File: config.mk
export PLATFORM = sky130hd
export DESIGN_NAME = axil_reg_slave
export DESIGN_NICKNAME = d
export VERILOG_FILES = /design/src/rtl/axil_reg_slave.sv
export SDC_FILE = /design/constraint.sdc
export NUM_CORES = 1
export LEC_CHECK = 0
export BUFFER_PORTS_ARGS = -buffer_cell sky130_fd_sc_hd__buf_2
export CAP_MARGIN = 20
export CORE_AREA = 2 2 261 263
export CTS_BUF_LIST = sky130_fd_sc_hd__clkbuf_2 sky130_fd_sc_hd__clkbuf_4 sky130_fd_sc_hd__clkbuf_8
export DETAILED_ROUTE_END_ITERATION = 12
export DIE_AREA = 0 0 263 265
export PLACE_DENSITY = 0.52
export SLEW_MARGIN = 20
export SYNTH_ARGS = -nofsm -noshare
export SYNTH_HDL_FRONTEND = slang
export SYNTH_SLANG_ARGS = --single-unit
File: constraint.sdc
create_clock -name aclk -period 2.7 [get_ports aclk]
set_input_delay 0.405 -clock aclk [delete_from_list [all_inputs] [get_ports aclk]]
set_output_delay 0.405 -clock aclk [all_outputs]
set_load 0.05 [all_outputs]
File: src/rtl/axil_reg_slave.sv
// axil_reg_slave: parametrised AXI4-Lite slave register bank.
//
// Holds NUM_REGS registers of DATAWIDTH bits each. Registers flagged in
// RO_MASK are read-only and read back their hw_status slice. Registers
// not flagged in RO_MASK are written through byte-strobed AXI4-Lite writes.
// AW and W are accepted independently, in either order.
//
// Ports:
//   aclk, areset          clock, synchronous active-high reset
//   aw*/w*/b*             AXI4-Lite write address / data / response channels
//   ar*/r*                AXI4-Lite read address / data channels
//   hw_status             read values for RO registers, register i at [i*DATAWIDTH +: DATAWIDTH]
//   reg_q                 current RW register contents, same packing as hw_status
//   reg_wr                one-cycle pulse per register on a legal write commit
module axil_reg_slave #(
  parameter int unsigned          DATAWIDTH    = 32,
  parameter int unsigned          ADDRWIDTH    = 32,
  parameter int unsigned          NUM_REGS     = 8,
  parameter logic [NUM_REGS-1:0]  RO_MASK      = '0,
  parameter bit                   REQUIRE_PRIV = 1'b0
) (
  input  logic                          aclk,
  input  logic                          areset,
  input  logic [ADDRWIDTH-1:0]          awaddr,
  input  logic [2:0]                    awprot,
  input  logic                          awvalid,
  output logic                          awready,
  input  logic [DATAWIDTH-1:0]          wdata,
  input  logic [DATAWIDTH/8-1:0]        wstrb,
  input  logic                          wvalid,
  output logic                          wready,
  output logic [1:0]                    bresp,
  output logic                          bvalid,
  input  logic                          bready,
  input  logic [ADDRWIDTH-1:0]          araddr,
  input  logic [2:0]                    arprot,
  input  logic                          arvalid,
  output logic                          arready,
  output logic [DATAWIDTH-1:0]          rdata,
  output logic [1:0]                    rresp,
  output logic                          rvalid,
  input  logic                          rready,
  input  logic [NUM_REGS*DATAWIDTH-1:0] hw_status,
  output logic [NUM_REGS*DATAWIDTH-1:0] reg_q,
  output logic [NUM_REGS-1:0]           reg_wr
);

  localparam int unsigned STRBW = DATAWIDTH / 8;
  localparam int unsigned LSB   = $clog2(STRBW);
  localparam int unsigned IDXW  = (NUM_REGS > 1) ? $clog2(NUM_REGS) : 1;

  typedef enum logic [1:0] {
    RESP_OKAY   = 2'b00,
    RESP_SLVERR = 2'b10
  } resp_e;

  // Only prot[0] (privileged) matters to this slave.
  logic unused_prot;
  assign unused_prot = ^{awprot[2:1], arprot[2:1]};

  // The full word index is compared, so stray high address bits decode as errors.
  function automatic logic addr_err(input logic [ADDRWIDTH-1:0] a);
    logic [ADDRWIDTH-1:0] word;
    word = a >> LSB;
    return word >= ADDRWIDTH'(NUM_REGS);
  endfunction

  logic                 aw_held_q, aw_held_d;
  logic [ADDRWIDTH-1:0] aw_addr_q, aw_addr_d;
  logic                 aw_priv_q, aw_priv_d;
  logic                 w_held_q,  w_held_d;
  logic [DATAWIDTH-1:0] w_data_q,  w_data_d;
  logic [STRBW-1:0]     w_strb_q,  w_strb_d;
  logic                 bvalid_q,  bvalid_d;
  resp_e                bresp_q,   bresp_d;
  logic                 rvalid_q,  rvalid_d;
  logic [DATAWIDTH-1:0] rdata_q,   rdata_d;
  resp_e                rresp_q,   rresp_d;
  logic [NUM_REGS-1:0]  reg_wr_q,  reg_wr_d;
  logic [DATAWIDTH-1:0] regs_q [NUM_REGS];
  logic [DATAWIDTH-1:0] regs_d [NUM_REGS];
  logic [DATAWIDTH-1:0] hw_arr [NUM_REGS];

  logic            commit;
  logic            wr_err;
  logic            rd_err;
  logic [IDXW-1:0] wr_idx;
  logic [IDXW-1:0] rd_idx;

  assign awready = !aw_held_q;
  assign wready  = !w_held_q;
  assign arready = !rvalid_q || rready;
  assign bvalid  = bvalid_q;
  assign bresp   = bresp_q;
  assign rvalid  = rvalid_q;
  assign rdata   = rdata_q;
  assign rresp   = rresp_q;
  assign reg_wr  = reg_wr_q;

  always_comb begin
    for (int unsigned i = 0; i < NUM_REGS; i++) begin
      hw_arr[i]                           = hw_status[i*DATAWIDTH +: DATAWIDTH];
      reg_q[i*DATAWIDTH +: DATAWIDTH]     = regs_q[i];
    end
  end

  assign wr_idx = aw_addr_q[LSB +: IDXW];
  assign rd_idx = araddr[LSB +: IDXW];
  assign wr_err = addr_err(aw_addr_q) || (REQUIRE_PRIV && !aw_priv_q) || RO_MASK[wr_idx];
  assign rd_err = addr_err(araddr) || (REQUIRE_PRIV && !arprot[0]);

  // A commit only needs room in the B channel: either it is empty or being drained now.
  assign commit = aw_held_q && w_held_q && (!bvalid_q || bready);

  always_comb begin
    aw_held_d = aw_held_q;
    aw_addr_d = aw_addr_q;
    aw_priv_d = aw_priv_q;
    w_held_d  = w_held_q;
    w_data_d  = w_data_q;
    w_strb_d  = w_strb_q;
    bvalid_d  = bvalid_q;
    bresp_d   = bresp_q;
    rvalid_d  = rvalid_q;
    rdata_d   = rdata_q;
    rresp_d   = rresp_q;
    reg_wr_d  = '0;
    regs_d    = regs_q;

    if (commit) begin
      aw_held_d = 1'b0;
      w_held_d  = 1'b0;
      bvalid_d  = 1'b1;
      if (wr_err) begin
        bresp_d = RESP_SLVERR;
      end else begin
        bresp_d          = RESP_OKAY;
        reg_wr_d[wr_idx] = 1'b1;
        for (int unsigned b = 0; b < STRBW; b++) begin
          if (w_strb_q[b]) regs_d[wr_idx][b*8 +: 8] = w_data_q[b*8 +: 8];
        end
      end
    end else if (bvalid_q && bready) begin
      bvalid_d = 1'b0;
    end

    if (awvalid && awready) begin
      aw_held_d = 1'b1;
      aw_addr_d = awaddr;
      aw_priv_d = awprot[0];
    end
    if (wvalid && wready) begin
      w_held_d = 1'b1;
      w_data_d = wdata;
      w_strb_d = wstrb;
    end

    // Reads sample regs_q, so a same-edge write commit is not yet visible.
    if (arvalid && arready) begin
      rvalid_d = 1'b1;
      if (rd_err) begin
        rdata_d = '0;
        rresp_d = RESP_SLVERR;
      end else begin
        rresp_d = RESP_OKAY;
        rdata_d = RO_MASK[rd_idx] ? hw_arr[rd_idx] : regs_q[rd_idx];
      end
    end else if (rvalid_q && rready) begin
      rvalid_d = 1'b0;
    end
  end

  always_ff @(posedge aclk) begin
    if (areset) begin
      aw_held_q <= 1'b0;
      aw_addr_q <= '0;
      aw_priv_q <= 1'b0;
      w_held_q  <= 1'b0;
      w_data_q  <= '0;
      w_strb_q  <= '0;
      bvalid_q  <= 1'b0;
      bresp_q   <= RESP_OKAY;
      rvalid_q  <= 1'b0;
      rdata_q   <= '0;
      rresp_q   <= RESP_OKAY;
      reg_wr_q  <= '0;
      regs_q    <= '{default: '0};
    end else begin
      aw_held_q <= aw_held_d;
      aw_addr_q <= aw_addr_d;
      aw_priv_q <= aw_priv_d;
      w_held_q  <= w_held_d;
      w_data_q  <= w_data_d;
      w_strb_q  <= w_strb_d;
      bvalid_q  <= bvalid_d;
      bresp_q   <= bresp_d;
      rvalid_q  <= rvalid_d;
      rdata_q   <= rdata_d;
      rresp_q   <= rresp_d;
      reg_wr_q  <= reg_wr_d;
      regs_q    <= regs_d;
    end
  end

endmodule

==> impl_results.html, run 1 <==
<table>
<tr><th>Metric</th><th>Value</th></tr>
<tr><th colspan="2">Status</th></tr>
<tr><td>Run status</td><td>completed</td></tr>
<tr><th colspan="2">Yosys</th></tr>
<tr><td>FF+latch count, synth</td><td>368</td></tr>
<tr><td>Number of standard cells after synthesis</td><td>1554</td></tr>
<tr><td>Syn Std Cell Area</td><td>0.0163 sq mm</td></tr>
<tr><td>Count of flip-flops with a built-in enable after synthesis</td><td>0</td></tr>
<tr><td>Post-synth cell types</td><td>32</td></tr>
<tr><td>Top-area cell type share of the netlist area</td><td>0.453</td></tr>
<tr><td>Synth Warn #</td><td>0</td></tr>
<tr><td>Synthesized area per cell</td><td>10.5 sq um</td></tr>
<tr><td>Synth area leaders</td><td>sky130_fd_sc_hd__dfxtp_1 45%, sky130_fd_sc_hd__mux2i_1 18%, sky130_fd_sc_hd__nand2b_1 11%</td></tr>
<tr><td>Dominant cell by count in the synthesized netlist</td><td>sky130_fd_sc_hd__dfxtp_1</td></tr>
<tr><td>Ys async rst share</td><td>0</td></tr>
<tr><td>Sequential-to-total area share from yosys stat</td><td>0.453</td></tr>
<tr><td>List of most frequent post-synthesis cells</td><td>368 x sky130_fd_sc_hd__dfxtp_1, 290 x sky130_fd_sc_hd__nand2b_1, 288 x sky130_fd_sc_hd__mux2i_1</td></tr>
<tr><td>Yosys top cell by area</td><td>sky130_fd_sc_hd__dfxtp_1</td></tr>
<tr><td>Primary flip-flop cell chosen by synthesis mapping</td><td>sky130_fd_sc_hd__dfxtp_1</td></tr>
<tr><th colspan="2">Routing</th></tr>
<tr><td>Total number of vias</td><td>13252</td></tr>
<tr><td>DRT iter0 DRCs</td><td>754</td></tr>
<tr><td>Post-route ant nets</td><td>0</td></tr>
<tr><td>DRC viols</td><td>0</td></tr>
<tr><td>Number of optimization iterations in the first detailed-route pass</td><td>5</td></tr>
<tr><td>WL final</td><td>61.9 mm</td></tr>
<tr><td>Routed via count divided by cell count</td><td>4.53</td></tr>
<tr><td>Avg WL per Cell</td><td>21.2 microns</td></tr>
<tr><th colspan="2">STA</th></tr>
<tr><td>Max-slew violation count</td><td>0</td></tr>
<tr><td>Worst slew margin relative to its limit</td><td>0.423</td></tr>
<tr><td>Final Cycle Share</td><td>0.881</td></tr>
<tr><td>Setup repair after global routing missed its margin</td><td>false</td></tr>
<tr><td>Setup TNS</td><td>0 ps</td></tr>
<tr><td>Final Worst Setup Slack</td><td>321 ps</td></tr>
<tr><td>Actual slew at the worst max-slew pin</td><td>864 ps</td></tr>
<tr><td>Final setup skew</td><td>50.9 ps</td></tr>
<tr><td>Hold slack</td><td>68.2 ps</td></tr>
<tr><td>Highest clock frequency the design can meet</td><td>420 MHz</td></tr>
<tr><td>Final hold viol count</td><td>0</td></tr>
<tr><td>Setup violations, final</td><td>0</td></tr>
<tr><td>Time the final worst path needs with I/O delays and setup</td><td>2380 ps</td></tr>
<tr><th colspan="2">Critical path</th></tr>
<tr><td>CP most frequent cell</td><td>sky130_fd_sc_hd__buf_4</td></tr>
<tr><td>Sort of element at the end of the critical path</td><td>flip-flop</td></tr>
<tr><td>Critical path startpoint category</td><td>flip-flop</td></tr>
<tr><td>Largest fanout on the critical path</td><td>32</td></tr>
<tr><td>Category of cells accounting for the largest share of critical-path delay</td><td>simple AND/OR/NAND/NOR gates</td></tr>
<tr><td>Worst setup path class</td><td>flip-flop to flip-flop</td></tr>
<tr><td>Cell with the largest stage delay on the worst path</td><td>sky130_fd_sc_hd__or4_1</td></tr>
<tr><td>Worst-path cell chain</td><td>nor4_1 &gt; nand4_1 &gt; buf_4 &gt; or4_1 &gt; buf_4 &gt; mux2i_1</td></tr>
<tr><td>Buffers and inverters on the worst path</td><td>2</td></tr>
<tr><td>Required time of the critical path</td><td>3220 ps</td></tr>
<tr><td>Delay of the slowest cell on the worst path</td><td>560 ps</td></tr>
<tr><td>Arrival time at the worst endpoint</td><td>2900 ps</td></tr>
<tr><th colspan="2">Power</th></tr>
<tr><td>Worst VDD drop</td><td>311 uV</td></tr>
<tr><td>Power spent charging and discharging nets</td><td>3.16 mW</td></tr>
<tr><td>Cell Int Power</td><td>9.64 mW</td></tr>
<tr><td>Static power due to leakage</td><td>10.2 nW</td></tr>
<tr><td>Switching Share</td><td>0.247</td></tr>
<tr><td>Power per cell area</td><td>596 mW/mm^2</td></tr>
<tr><td>Clock network power share</td><td>0.501</td></tr>
<tr><td>Part of the power in registers</td><td>0.433</td></tr>
<tr><td>Total Power Consumption</td><td>12.8 mW</td></tr>
<tr><td>Part of the power in combinational logic</td><td>0.066</td></tr>
<tr><th colspan="2">Global routing</th></tr>
<tr><td>Overall global routing resource usage</td><td>0.174</td></tr>
<tr><td>Total gr overflow</td><td>0</td></tr>
<tr><td>Maximum number of pins on one net before global-route repair</td><td>146</td></tr>
<tr><td>Wire length of the first global-routing pass</td><td>89.5 mm</td></tr>
<tr><td>Number of global-route vias before repair</td><td>13323</td></tr>
<tr><td>Number of antenna violations at the first check in global routing</td><td>4</td></tr>
<tr><th colspan="2">Cells and area</th></tr>
<tr><td>Fill cells</td><td>6931</td></tr>
<tr><td>Layout cell share with drive strength beyond 1</td><td>0.325</td></tr>
<tr><td>Post-Layout Inst Area</td><td>0.0215 sq mm</td></tr>
<tr><td>Final core occ</td><td>0.321</td></tr>
<tr><td>Number of nets in the layout</td><td>2367</td></tr>
<tr><td>Area growth from synthesis to final layout</td><td>32.1%</td></tr>
<tr><td>Final Non-Filler Cells</td><td>2926</td></tr>
<tr><th colspan="2">Floorplan</th></tr>
<tr><td>I/O Pins</td><td>674</td></tr>
<tr><td>Starting density of the core</td><td>0.243</td></tr>
<tr><td>Overall die height</td><td>265 microns</td></tr>
<tr><td>Core Rows</td><td>95</td></tr>
<tr><td>Horizontal extent of the die</td><td>263 microns</td></tr>
<tr><td>Die area</td><td>0.0697 sq mm</td></tr>
<tr><td>Core area</td><td>0.0668 sq mm</td></tr>
<tr><th colspan="2">Placed design</th></tr>
<tr><td>GP Congestion</td><td>0.784</td></tr>
<tr><td>Final HPWL from detailed placement</td><td>43.1 mm</td></tr>
<tr><td>Number of I/O port buffers</td><td>405</td></tr>
<tr><td>Post-Place Cells</td><td>2733</td></tr>
<tr><td>Placement Cell Area</td><td>0.0192 sq mm</td></tr>
<tr><td>Dpl ws</td><td>297 ps</td></tr>
<tr><th colspan="2">CTS</th></tr>
<tr><td>Clock tree root buffer cell</td><td>sky130_fd_sc_hd__clkbuf_8</td></tr>
<tr><td>Number of buffers added for setup after CTS</td><td>0</td></tr>
<tr><td>Number of instances resized during post-cts repair</td><td>0</td></tr>
<tr><td>Worst-skew pair later-pin latency</td><td>680 ps</td></tr>
<tr><td>Number of clock sinks</td><td>368</td></tr>
<tr><td>Clock transition time at the flip-flop clock pins of the worst setup and hold paths</td><td>60 ps</td></tr>
<tr><td>Number of clock buffers inserted by TritonCTS</td><td>72</td></tr>
<tr><td>Buffers from clock root to sink, at most</td><td>3</td></tr>
<tr><td>Hold buffer count at cts</td><td>64</td></tr>
<tr><td>Clock H-tree levels</td><td>3</td></tr>
<tr><td>CTS tree</td><td>yes</td></tr>
<tr><th colspan="2">Min path</th></tr>
<tr><td>Path type of the worst min-delay path</td><td>input port to flip-flop</td></tr>
<tr><th colspan="2">Flow run</th></tr>
<tr><td>Max-cap violation count</td><td>0</td></tr>
</table>
[power by group through the flow]
stage / combinational (mW) / sequential [mW] / clock [mW]
finish: 0.841 / 5.55 / 6.41
global route: 0.910 / 5.55 / 6.87
CTS: 0.850 / 5.55 / 6.63
detailed placement: 0.777 / 5.66 / 0
global placement: 0.763 / 5.66 / 0
floorplan: 0.487 / 5.66 / 0
[flip-flops by register name, indices dropped and copies added, names as in the netlist]
register   count
rresp          1
reg_wr         8
reg_q        256
bvalid         1
rdata         32
aw_addr_q     30
w_held_q       1
aw_held_q      1
bresp          1
w_strb_q       4
rvalid         1
w_data_q      32
[layout by cell type (no fill, tap or decap), types with 2 or more instances in the layout]
master and instances:
sky130_fd_sc_hd__buf_2 401, sky130_fd_sc_hd__dfxtp_1 368, sky130_fd_sc_hd__nand2b_1 290, sky130_fd_sc_hd__mux2i_1 288, sky130_fd_sc_hd__nand2_1 200, sky130_fd_sc_hd__clkbuf_8 92
sky130_fd_sc_hd__a21oi_1 69, sky130_fd_sc_hd__mux4_2 64, sky130_fd_sc_hd__dlygate4sd3_1 64, sky130_fd_sc_hd__buf_4 44, sky130_fd_sc_hd__o21ai_0 32, sky130_fd_sc_hd__or4_1 22
sky130_fd_sc_hd__buf_12 12, sky130_fd_sc_hd__nor4_1 11, sky130_fd_sc_hd__nor3b_1 11, sky130_fd_sc_hd__clkbuf_4 11, sky130_fd_sc_hd__clkinv_2 9, sky130_fd_sc_hd__nor3_1 7
sky130_fd_sc_hd__or4_4 6, sky130_fd_sc_hd__bufinv_16 6, sky130_fd_sc_hd__clkinvlp_4 5, sky130_fd_sc_hd__nor4_4 4, sky130_fd_sc_hd__inv_1 3, sky130_fd_sc_hd__nand4_1 3
sky130_fd_sc_hd__and2_1 3, sky130_fd_sc_hd__and3b_1 3, sky130_fd_sc_hd__nor2_1 3, sky130_fd_sc_hd__diode_2 2, sky130_fd_sc_hd__nand3_1 2, sky130_fd_sc_hd__and3_1 2
sky130_fd_sc_hd__conb_1 2, sky130_fd_sc_hd__clkinv_8 2, sky130_fd_sc_hd__inv_8 2
[metal layers]
| layer | vias to the layer above | global-route usage | wire length [microns] |
|---|---|---|---|
| li1 | 6228 | - | - |
| met1 | 6458 | 0.238 | 29600 |
| met2 | 455 | 0.260 | 26500 |
| met3 | 107 | 0.0569 | 4490 |
| met4 | 4 | 0.0491 | 1370 |
| met5 | - | 0 | 33 |
[kinds of logic after synthesis]
| logic type | synth area share |
|---|---|
| AOI/OAI and AO/OA | 0.0320 |
| buffers and inverters | 0.0502 |
| DFF | 0.453 |
| muxes | 0.266 |
| other | 0.000231 |
| and+or+nand+nor | 0.198 |
[layout make-up]
cell class	instances	area, sq um	area share
diodes	2	5.00	0.000233
clock buffers	102	1340	0.0622
clock inverters	25	327	0.0152
inverters	3	11.3	0.000525
multi-input cells	1031	8100	0.377
flip-flops and latches	368	7370	0.343
well taps	873	1090	0.0509
repair buffers	522	3230	0.151
[tightest hold or removal path: stages]
cell	delay, ps
sky130_fd_sc_hd__buf_2	130
sky130_fd_sc_hd__inv_1	50
sky130_fd_sc_hd__a21oi_1	60
[final timing paths]
| path | start | end | slack [ps] | cells past startpoint |
|---|---|---|---|---|
| max | aw_addr_q[8]$_SDFFE_PP0P_ | reg_q[13]$_SDFFE_PP0P_ | 320 | 6 |
| min | arvalid | rvalid$_SDFFE_PP0P_ | 70 | 3 |
| max reg2reg | aw_addr_q[8]$_SDFFE_PP0P_ | reg_q[13]$_SDFFE_PP0P_ | 320 | 6 |
| min reg2reg | rdata[29]$_SDFFE_PP0P_ | rdata[29]$_SDFFE_PP0P_ | 450 | 2 |
Power figures use the tool's default switching activity.
==> inputs of run 2 (changes only) <==
--- a/config.mk
+++ b/config.mk
@@ -5,13 +5,15 @@
 export SDC_FILE = /design/constraint.sdc
 export NUM_CORES = 1
 export LEC_CHECK = 0
-export BUFFER_PORTS_ARGS = -buffer_cell sky130_fd_sc_hd__buf_2
+export BUFFER_PORTS_ARGS = -buffer_cell sky130_fd_sc_hd__clkbuf_2
 export CAP_MARGIN = 20
+export CELL_PAD_IN_SITES_DETAIL_PLACEMENT = 1
+export CELL_PAD_IN_SITES_GLOBAL_PLACEMENT = 1
 export CORE_AREA = 2 2 261 263
 export CTS_BUF_LIST = sky130_fd_sc_hd__clkbuf_2 sky130_fd_sc_hd__clkbuf_4 sky130_fd_sc_hd__clkbuf_8
 export DETAILED_ROUTE_END_ITERATION = 12
 export DIE_AREA = 0 0 263 265
-export PLACE_DENSITY = 0.52
+export PLACE_DENSITY = 0.64
 export SLEW_MARGIN = 20
 export SYNTH_ARGS = -nofsm -noshare
 export SYNTH_HDL_FRONTEND = slang
==> impl_results.html, run 2 (synthesis gave the netlist of run 1 again) <==
<table>
<tr><th>Metric</th><th>Value</th></tr>
<tr><th colspan="2">Global routing</th></tr>
<tr><td>Total gr overflow</td><td>0</td></tr>
<tr><td>Maximum number of pins on one net before global-route repair</td><td>191</td></tr>
<tr><td>Number of antenna violations at the first check in global routing</td><td>10</td></tr>
<tr><td>Met3 demand-to-capacity share in global routing</td><td>0.0608</td></tr>
<tr><td>GR Util met2</td><td>0.279</td></tr>
<tr><td>Wire length of the first global-routing pass</td><td>95.4 mm</td></tr>
<tr><td>Fraction of met1 tracks used by global routing</td><td>0.247</td></tr>
<tr><td>Overall global routing resource usage</td><td>0.185</td></tr>
<tr><td>Most used routing layer in global routing</td><td>met2</td></tr>
<tr><td>Number of global-route vias before repair</td><td>14193</td></tr>
<tr><th colspan="2">Routing</th></tr>
<tr><td>Number of optimization iterations in the first detailed-route pass</td><td>4</td></tr>
<tr><td>DRC viols</td><td>0</td></tr>
<tr><td>WL final</td><td>65.4 mm</td></tr>
<tr><td>DRT iter0 DRCs</td><td>732</td></tr>
<tr><td>Routed via count divided by cell count</td><td>4.61</td></tr>
<tr><td>Avg WL per Cell</td><td>22.4 microns</td></tr>
<tr><td>Total number of vias</td><td>13461</td></tr>
<tr><td>Post-route ant nets</td><td>0</td></tr>
<tr><th colspan="2">CTS</th></tr>
<tr><td>Number of buffers added for setup after CTS</td><td>0</td></tr>
<tr><td>Clock tree root buffer cell</td><td>sky130_fd_sc_hd__clkbuf_8</td></tr>
<tr><td>Buffers from clock root to sink, at most</td><td>3</td></tr>
<tr><td>Worst-skew pair later-pin latency</td><td>660 ps</td></tr>
<tr><td>Number of instances resized during post-cts repair</td><td>0</td></tr>
<tr><td>Clock H-tree levels</td><td>3</td></tr>
<tr><td>Clock transition time at the flip-flop clock pins of the worst setup and hold paths</td><td>60 ps</td></tr>
<tr><td>CTS tree</td><td>yes</td></tr>
<tr><td>Hold buffer count at cts</td><td>63</td></tr>
<tr><td>Number of clock buffers inserted by TritonCTS</td><td>72</td></tr>
<tr><td>Number of clock sinks</td><td>368</td></tr>
<tr><th colspan="2">Flow run</th></tr>
<tr><td>Max-cap violation count</td><td>0</td></tr>
<tr><th colspan="2">Power</th></tr>
<tr><td>Part of the power in registers</td><td>0.453</td></tr>
<tr><td>Static power due to leakage</td><td>9.80 nW</td></tr>
<tr><td>Switching Share</td><td>0.254</td></tr>
<tr><td>Clock network power share</td><td>0.477</td></tr>
<tr><td>Power spent charging and discharging nets</td><td>3.11 mW</td></tr>
<tr><td>Worst VDD drop</td><td>283 uV</td></tr>
<tr><td>Total Power Consumption</td><td>12.3 mW</td></tr>
<tr><td>Part of the power in combinational logic</td><td>0.070</td></tr>
<tr><td>Power per cell area</td><td>578 mW/mm^2</td></tr>
<tr><td>Cell Int Power</td><td>9.14 mW</td></tr>
<tr><th colspan="2">STA</th></tr>
<tr><td>Final hold viol count</td><td>0</td></tr>
<tr><td>Setup TNS</td><td>0 ps</td></tr>
<tr><td>Time the final worst path needs with I/O delays and setup</td><td>2460 ps</td></tr>
<tr><td>Highest clock frequency the design can meet</td><td>406 MHz</td></tr>
<tr><td>Setup repair after global routing missed its margin</td><td>false</td></tr>
<tr><td>Worst slew margin relative to its limit</td><td>0.435</td></tr>
<tr><td>Max-slew violation count</td><td>0</td></tr>
<tr><td>Setup violations, final</td><td>0</td></tr>
<tr><td>Final Cycle Share</td><td>0.912</td></tr>
<tr><td>Final setup skew</td><td>40.5 ps</td></tr>
<tr><td>Actual slew at the worst max-slew pin</td><td>848 ps</td></tr>
<tr><th colspan="2">Critical path</th></tr>
<tr><td>Sort of element at the end of the critical path</td><td>flip-flop</td></tr>
<tr><td>Critical path startpoint category</td><td>flip-flop</td></tr>
<tr><td>Worst setup path class</td><td>flip-flop to flip-flop</td></tr>
<tr><td>Delay of the slowest cell on the worst path</td><td>550 ps</td></tr>
<tr><td>Required time of the critical path</td><td>3180 ps</td></tr>
<tr><td>Largest fanout on the critical path</td><td>31</td></tr>
<tr><td>Cell with the largest stage delay on the worst path</td><td>sky130_fd_sc_hd__or4_1</td></tr>
<tr><td>Buffers and inverters on the worst path</td><td>2</td></tr>
<tr><td>Arrival time at the worst endpoint</td><td>2950 ps</td></tr>
<tr><td>Category of cells accounting for the largest share of critical-path delay</td><td>simple AND/OR/NAND/NOR gates</td></tr>
<tr><td>CP most frequent cell</td><td>sky130_fd_sc_hd__buf_4</td></tr>
<tr><td>Worst-path cell chain</td><td>nor4_1 &gt; nand4_1 &gt; buf_4 &gt; or4_1 &gt; buf_4 &gt; mux2i_1</td></tr>
<tr><th colspan="2">Status</th></tr>
<tr><td>Run status</td><td>completed</td></tr>
<tr><th colspan="2">Cells and area</th></tr>
<tr><td>Max reg flops</td><td>256</td></tr>
<tr><td>Layout cell share with drive strength beyond 1</td><td>0.322</td></tr>
<tr><td>Area growth from synthesis to final layout</td><td>30.5%</td></tr>
<tr><td>Number of nets in the layout</td><td>2365</td></tr>
<tr><td>Most frequent standard cell in the layout excluding fill and tap cells</td><td>sky130_fd_sc_hd__clkbuf_2</td></tr>
<tr><td>Highest-count cells in the layout ignoring fill and taps</td><td>401 x sky130_fd_sc_hd__clkbuf_2, 368 x sky130_fd_sc_hd__dfxtp_1, 290 x sky130_fd_sc_hd__nand2b_1, 288 x sky130_fd_sc_hd__mux2i_1, 200 x sky130_fd_sc_hd__nand2_1</td></tr>
<tr><td>Fill cells</td><td>7662</td></tr>
<tr><th colspan="2">Placed design</th></tr>
<tr><td>GP Congestion</td><td>0.799</td></tr>
<tr><td>Final HPWL from detailed placement</td><td>46.3 mm</td></tr>
<tr><td>Number of I/O port buffers</td><td>405</td></tr>
<tr><th colspan="2">Floorplan</th></tr>
<tr><td>Horizontal extent of the die</td><td>263 microns</td></tr>
<tr><td>Core Rows</td><td>95</td></tr>
<tr><td>I/O Pins</td><td>674</td></tr>
<tr><td>Overall die height</td><td>265 microns</td></tr>
<tr><td>Core area</td><td>0.0668 sq mm</td></tr>
<tr><td>Starting density of the core</td><td>0.243</td></tr>
<tr><td>Die area</td><td>0.0697 sq mm</td></tr>
<tr><th colspan="2">Min path</th></tr>
<tr><td>Path type of the worst min-delay path</td><td>input port to flip-flop</td></tr>
</table>
## run 2: power groups by stage
stage,clock network [mW],logic (mW),registers [mW]
3_5_place_dp,0,0.787,5.66
5_1_grt,6.31,0.926,5.55
4_1_cts,6.08,0.866,5.55
6_report,5.85,0.857,5.55
2_1_floorplan,0,0.487,5.66
3_3_place_gp,0,0.770,5.66
## run 2: cell type report
cell class                 count  area [sq um]  area share
antenna                        4          10.0    0.000472
clock buffer                 106          1350      0.0638
multi-input combinational   1031          8100       0.382
clock inverter                13           113     0.00531
inverter                       3          11.3    0.000531
timing repair buffer         520          3160       0.149
tap                          873          1090      0.0515
sequential                   368          7370       0.347
## run 2: final timing paths
| path | startpoint | end | slack (ps) | cells after the start |
|---|---|---|---|---|
| worst max-delay path | aw_addr_q[27]$_SDFFE_PP0P_ | reg_q[150]$_SDFFE_PP0P_ | 240 | 6 |
| worst max register to register | aw_addr_q[27]$_SDFFE_PP0P_ | reg_q[150]$_SDFFE_PP0P_ | 240 | 6 |
| worst min-delay path | awaddr[3] | aw_addr_q[3]$_SDFFE_PP0P_ | 60 | 3 |
| worst min register to register | w_data_q[17]$_SDFFE_PP0P_ | w_data_q[17]$_SDFFE_PP0P_ | 460 | 2 |
## run 2: metrics by stage
stage               utilization  hold slack, ps  cells  cell area [sq um]  worst slack [ps]
floorplan                     -             436   1555              16300               657
global placement          0.286             434   2732              19100               298
detailed placement        0.286             449   2732              19100               252
CTS                       0.317           0.564   2914              21200               203
global route              0.317            59.5   2915              21200               157
finish                    0.317            62.1   2918              21200               238
## run 2: routing by layer
metal,vias to the layer above,part of all wire
met5,-,0.00092
met4,8,0.024
met1,6659,0.46
li1,6203,-
met2,489,0.43
met3,102,0.081
## run 2: worst reg2reg max path, delay by kind of cell (launching register included)
kind                   cells  cell delay, ps
buffers and inverters      2             500
flip-flops                 1             320
multiplexers               1             170
AND/OR/NAND/NOR            3            1320
